==> config.mk <==
export PLATFORM = sky130hd
export DESIGN_NAME = instr_dispatch
export DESIGN_NICKNAME = d
export VERILOG_FILES = /design/src/rtl/instr_dispatch.sv
export SDC_FILE = /design/constraint.sdc
export NUM_CORES = 1
export LEC_CHECK = 0
export ABC_AREA = 1
export CAP_MARGIN = 20
export CORE_MARGIN = 3
export CORE_UTILIZATION = 55
export CTS_CLUSTER_SIZE = 25
export DETAILED_ROUTE_END_ITERATION = 10
export PLACE_DENSITY = 0.86
export SLEW_MARGIN = 20
export SYNTH_ARGS = -nofsm -noshare
export SYNTH_HDL_FRONTEND = slang
export SYNTH_SLANG_ARGS = --single-unit
==> constraint.sdc <==
create_clock -name clk -period 6.4 [get_ports clk]
set_clock_uncertainty 0.1 [all_clocks]
set_input_delay 1.28 -clock clk [delete_from_list [all_inputs] [get_ports clk]]
set_output_delay 1.28 -clock clk [all_outputs]
set_load 0.02 [all_outputs]
==> src/rtl/instr_dispatch.sv <==
// Instruction dispatch: single holding register, in-order issue to INT/FPA/FPM/LDST stations gated by RS and ROB credits.
// Optional macro DISPATCH_STATS_EN adds issue/stall statistic counters.
module instr_dispatch #(
  parameter int INT_ENTRIES  = 4,
  parameter int FPA_ENTRIES  = 3,
  parameter int FPM_ENTRIES  = 2,
  parameter int LDST_ENTRIES = 4,
  parameter int ROB_DEPTH    = 16
) (
  input  logic                         clk,
  input  logic                         rst_n,
  input  logic                         in_valid,
  input  logic [75:0]                  instr_in,
  output logic                         stall_out,
  input  logic                         flush,
  input  logic [3:0]                   rs_free,
  input  logic                         rob_free,
  output logic [3:0]                   issue_valid,
  output logic [75:0]                  issue_instr,
  output logic [$clog2(ROB_DEPTH)-1:0] issue_tag,
  output logic                         illegal_op
`ifdef DISPATCH_STATS_EN
  ,
  output logic [31:0]                  stat_issued,
  output logic [31:0]                  stat_stall
`endif
);

  localparam int TAG_W = $clog2(ROB_DEPTH);
  localparam int ROBW  = TAG_W + 1;
  localparam int CRW   = $clog2(INT_ENTRIES + FPA_ENTRIES + FPM_ENTRIES + LDST_ENTRIES + 1);
  localparam logic [ROBW-1:0] ROB_MAX = ROBW'(ROB_DEPTH);
  localparam logic [3:0][CRW-1:0] CRED_MAX = {CRW'(LDST_ENTRIES), CRW'(FPM_ENTRIES),
                                              CRW'(FPA_ENTRIES), CRW'(INT_ENTRIES)};

  logic                 hold_valid_q, hold_valid_d;
  logic [75:0]          hold_instr_q, hold_instr_d;
  logic [3:0][CRW-1:0]  cred_q, cred_d;
  logic [ROBW-1:0]      rob_q, rob_d;
  logic [TAG_W-1:0]     tag_q, tag_d;
  logic [3:0]           issue_valid_q, issue_valid_d;
  logic [75:0]          issue_instr_q, issue_instr_d;
  logic [TAG_W-1:0]     issue_tag_q, issue_tag_d;
  logic                 illegal_q, illegal_d;

  logic [3:0] cls;
  logic [3:0] cred_nz;
  logic [3:0] issue_cls;
  logic       illegal;
  logic       can_issue;
  logic       accept;

  always_comb begin
    cls = 4'b0000;
    case (hold_instr_q[75:72])
      4'h0, 4'h1, 4'h2, 4'h3: cls = 4'b0001;
      4'h4, 4'h5:             cls = 4'b0010;
      4'h6:                   cls = 4'b0100;
      4'h7, 4'h8:             cls = 4'b1000;
      default:                cls = 4'b0000;
    endcase
  end

  // stall_out depends only on registered state and flush, never on in_valid
  assign illegal   = hold_valid_q & ~(|cls);
  assign can_issue = hold_valid_q & (|(cls & cred_nz)) & (rob_q != '0);
  assign issue_cls = cls & {4{can_issue}};
  assign stall_out = flush | (hold_valid_q & ~can_issue & ~illegal);
  assign accept    = in_valid & ~stall_out;

  // A simultaneous take and free cancel; frees at the ceiling are dropped
  for (genvar gi = 0; gi < 4; gi++) begin : g_cred
    assign cred_nz[gi] = (cred_q[gi] != '0);
    assign cred_d[gi]  = flush ? CRED_MAX[gi] :
                         (issue_cls[gi] & ~rs_free[gi]) ? cred_q[gi] - CRW'(1) :
                         (~issue_cls[gi] & rs_free[gi] & (cred_q[gi] < CRED_MAX[gi])) ?
                           cred_q[gi] + CRW'(1) : cred_q[gi];
  end

  always_comb begin
    hold_valid_d  = hold_valid_q;
    hold_instr_d  = hold_instr_q;
    issue_valid_d = 4'b0000;
    issue_instr_d = issue_instr_q;
    issue_tag_d   = issue_tag_q;
    illegal_d     = 1'b0;
    tag_d         = tag_q;
    rob_d         = rob_q;
    if (flush) begin
      hold_valid_d = 1'b0;
      tag_d        = '0;
      rob_d        = ROB_MAX;
    end else begin
      if (can_issue) begin
        issue_valid_d = cls;
        issue_instr_d = hold_instr_q;
        issue_tag_d   = tag_q;
        tag_d         = tag_q + TAG_W'(1);
      end
      illegal_d = illegal;
      if (can_issue | illegal) hold_valid_d = 1'b0;
      if (accept) begin
        hold_valid_d = 1'b1;
        hold_instr_d = instr_in;
      end
      if (can_issue & ~rob_free)
        rob_d = rob_q - ROBW'(1);
      else if (~can_issue & rob_free & (rob_q < ROB_MAX))
        rob_d = rob_q + ROBW'(1);
    end
  end

  always_ff @(posedge clk or negedge rst_n) begin
    if (!rst_n) begin
      hold_valid_q  <= 1'b0;
      hold_instr_q  <= '0;
      cred_q        <= CRED_MAX;
      rob_q         <= ROB_MAX;
      tag_q         <= '0;
      issue_valid_q <= 4'b0000;
      issue_instr_q <= '0;
      issue_tag_q   <= '0;
      illegal_q     <= 1'b0;
    end else begin
      hold_valid_q  <= hold_valid_d;
      hold_instr_q  <= hold_instr_d;
      cred_q        <= cred_d;
      rob_q         <= rob_d;
      tag_q         <= tag_d;
      issue_valid_q <= issue_valid_d;
      issue_instr_q <= issue_instr_d;
      issue_tag_q   <= issue_tag_d;
      illegal_q     <= illegal_d;
    end
  end

  assign issue_valid = issue_valid_q;
  assign issue_instr = issue_instr_q;
  assign issue_tag   = issue_tag_q;
  assign illegal_op  = illegal_q;

`ifdef DISPATCH_STATS_EN
  logic [31:0] stat_issued_q, stat_issued_d;
  logic [31:0] stat_stall_q, stat_stall_d;

  always_comb begin
    stat_issued_d = stat_issued_q;
    stat_stall_d  = stat_stall_q;
    if (flush) begin
      stat_issued_d = '0;
      stat_stall_d  = '0;
    end else begin
      if (|issue_valid_q)            stat_issued_d = stat_issued_q + 32'd1;
      if (hold_valid_q & stall_out)  stat_stall_d  = stat_stall_q + 32'd1;
    end
  end

  always_ff @(posedge clk or negedge rst_n) begin
    if (!rst_n) begin
      stat_issued_q <= '0;
      stat_stall_q  <= '0;
    end else begin
      stat_issued_q <= stat_issued_d;
      stat_stall_q  <= stat_stall_d;
    end
  end

  assign stat_issued = stat_issued_q;
  assign stat_stall  = stat_stall_q;
`endif

endmodule

==> flow_metrics.tcl <==
set metrics [dict create \
    post_cts_resized 0 \
    cellPowerDensity_nw_per_um2 420 \
    synth-warning-count 0 \
    fin_nets 1055 \
    worstPathRequired_ns 5.02 \
    synth-simple-area-share_pct 19.5 \
    critPathArrivalTime_ns 3.15 \
    io_buffers 170 \
    numClockSinks 187 \
    synth_xor_area_share_pct 1.11 \
    grt_first_pass_wirelength_um 28600 \
    first_global_vias 6060 \
    post-cts-setup-buffers 0 \
    slew_viol_final 0 \
    initial_core_util_pct 56.5 \
    gp_congestion 0.840 \
    grt_start_max_net_pins 132 \
    antenna_found_initial 0 \
    detail_route.iter0.violations 331 \
    dieWidth_um 126 \
    worst_max_slew_pin_slew_ns 0.988 \
    syn-mean-instance-area_um2 9.99 \
    die_height_um 126 \
    n_fill_cell 988 \
    final-setup-viol-count 0 \
    synth_top_family_by_area "simple AND/OR/NAND/NOR gates" \
    numCtsBuffers 17 \
    cts-htree-levels 4 \
    muxShareOfSynthArea_pct 10.3 \
    dp.final_hpwl_um 11700 \
    rsz_0062_raised_after_global_routing "no" \
    number_of_primary_i_o_pins 171 \
    critical_path.endpoint_type "output port" \
    syn-num-nets 888 \
    yosys.area_share.adder_pct 1.84 \
    relSlewSlack_pct 34.1 \
    final_layout_size_suffix_gt1_share_pct 5.15 \
    synth_area_in_compound_gates_pct 3.23 \
    route.vias.total 5859 \
    largest_vdd_supply_drop_mv 0.268 \
    outcome "completed" \
    finalHoldWorstSlack_ns 0.368 \
    multiInputGateArea_um2 2850 \
    hold_path.class "reg2reg" \
    route.final.wire_length_um 17100 \
    critPathLaunchType "input port" \
    sequential_cell_area_um2 4690 \
    dr_vias_cell 5.09 \
    floorplan.rows 43 \
    clkTransAtPathRegs_ns 0.06 \
    post-route-period-util_pct 70.8 \
    synth_area_um2 7910 \
    cts-root-buf "clkbuf_16" \
    synthCells 792 \
    p_leak_nw 4.96 \
    area_growth_syn_to_layout_pct 29.6 \
    antennaDiodeCount 0 \
    max_freq_ghz 0.221 \
    timing.final.hold_violations 0 \
    synth_sequential_area_ratio_pct 59.3 \
    path_max_fanout 20 \
    clk-insertion-delay-late_ns 0.42 \
    timing.setup.tns_ns 0 \
    drv_cap 0 \
    finalWorstPathRequiredPeriod_ns 4.53 \
    cts.path.max_buffers 2 \
    area_of_the_die_um2 15900 \
    drcViolationCount 0 \
    synth.lib_cells_used.distinct 34 \
    postSynthRegisterBits 187 \
    coreArea_um2 14000 \
    worst_setup_path_category "in2out" \
    detail_routed_net_length_per_standard_cell_um 14.8 \
    drt_first_pass_iters 4 \
    antenna_left 0 \
    clock_tree_from_tritoncts "yes" \
    grtUsageTotal_pct 22.5 \
    ctsHoldBuffers 0 \
    globalRouteOverflowTotal 0 \
    final_core_utilization_pct 73.2 \
]
-- worst paths after layout --
path	from	end	slack, ns	cells after the start
worst max-delay path	flush	stall_out	1.87	5
worst min-delay path	issue_instr[56]	issue_instr[56]	0.37	2
worst max register to register	hold_instr_q[75]	rob_q[4]	3.22	14
worst min register to register	issue_instr[56]	issue_instr[56]	0.37	2
max in group asynchronous	rst_n	issue_instr[68]	4.00	2
min in group asynchronous	rst_n	hold_instr_q[31]	0.91	1
-- stage by stage --
step / setup WS, ns / total power [mW] / area (um2) / std cells
after floorplan: 3.31 / 2.61 / 7910 / 792
after global placement: 1.90 / 3.31 / 9710 / 1120
final: 1.87 / 4.30 / 10200 / 1151
after global routing: 1.77 / 4.58 / 10200 / 1151
after detailed placement: 1.89 / 3.37 / 9710 / 1120
after CTS: 1.88 / 4.35 / 10200 / 1151
-- power by group --
group	switching (mW)	total (mW)	internal [mW]
Combinational	0.820	1.53	0.706
Clock	0.443	0.956	0.512
Sequential	0.233	1.82	1.59
-- layout by cell type (no fill, tap or decap), drive strengths merged, types with 10 or more instances in the layout --
cell / netlist / final
dfrtp: 181 / 181
clkbuf: 7 / 21
inv: 51 / 55
o21ai: 26 / 26
ha: 10 / 10
nor2: 49 / 49
nand3: 30 / 30
clkdlybuf4s50: 0 / 169
nand2: 295 / 295
mux2: 72 / 72
a21oi: 10 / 10
-- cells by family (layout without fill, tap and decap cells) --
family                   count (synthesis)  count (layout)
XOR/XNOR                                10              10
adder cells (fa/ha/maj)                 11              11
multiplexers                            72              72
buffers and inverters                   80             259
AO/OA/AOI/OAI                           46              46
AND/OR/NAND/NOR                        386             386
flip-flops                             187             187
-- routing by layer --
| layer | part of all wire (%) | vias to the layer above | track usage, % | routed length [um] |
|---|---|---|---|---|
| li1 | - | 2867 | - | - |
| met4 | 3.0 | 0 | 9.15 | 519 |
| met3 | 8.6 | 40 | 9.12 | 1470 |
| met5 | 0 | - | 0 | 0 |
| met2 | 48 | 164 | 36.6 | 8250 |
| met1 | 40 | 2788 | 26.7 | 6830 |
-- sequential cells by signal, indices dropped and copies added (netlist names) --
register      cells
hold_instr_q     76
issue_instr      76
cred_q           16
rob_q             5
issue_tag         4
issue_valid       4
tag_q             4
hold_valid_q      1
illegal_op        1
-- synthesized netlist by cell type (all sizes together) --
cell     count  area [um2]
a21boi       1        7.51
a21oi       10        50.1
a22oi        1        7.51
a31oi        1        6.26
buf         21         156
clkbuf       7        26.3
clkinv       1        3.75
dfrtp      181        4530
dfstp        6         158
fa           1        20.0
ha          10         125
inv         51         191
mux2        72         811
nand2      295        1110
nand3       30         168
nand3b       2        18.8
nand4        8        50.1
nor2        49         191
nor3         2        10.0
o2111ai      1        8.76
o21a         2        15.0
o21ai       26         130
o31ai        4        30.0
xnor2        1        8.76
xor2         9        78.8
-- critical path: stages --
cell             delay, ns
clkdlybuf4s50_1       0.45
buf_4                 0.26
clkinv_1              0.38
nand2_1               0.17
clkdlybuf4s50_1       0.61
-- area by class of cell --
type                            instances  share of cell area [%]
Multi-Input combinational cell        525                    27.8
Timing Repair Buffer                  176                    17.1
Clock buffer                           20                    4.36
Inverter                               52                    1.90
Sequential cell                       187                    45.7
Tap cell                              180                    2.20
Clock inverter                         11                   0.879
(Power assumes the default switching activity.)
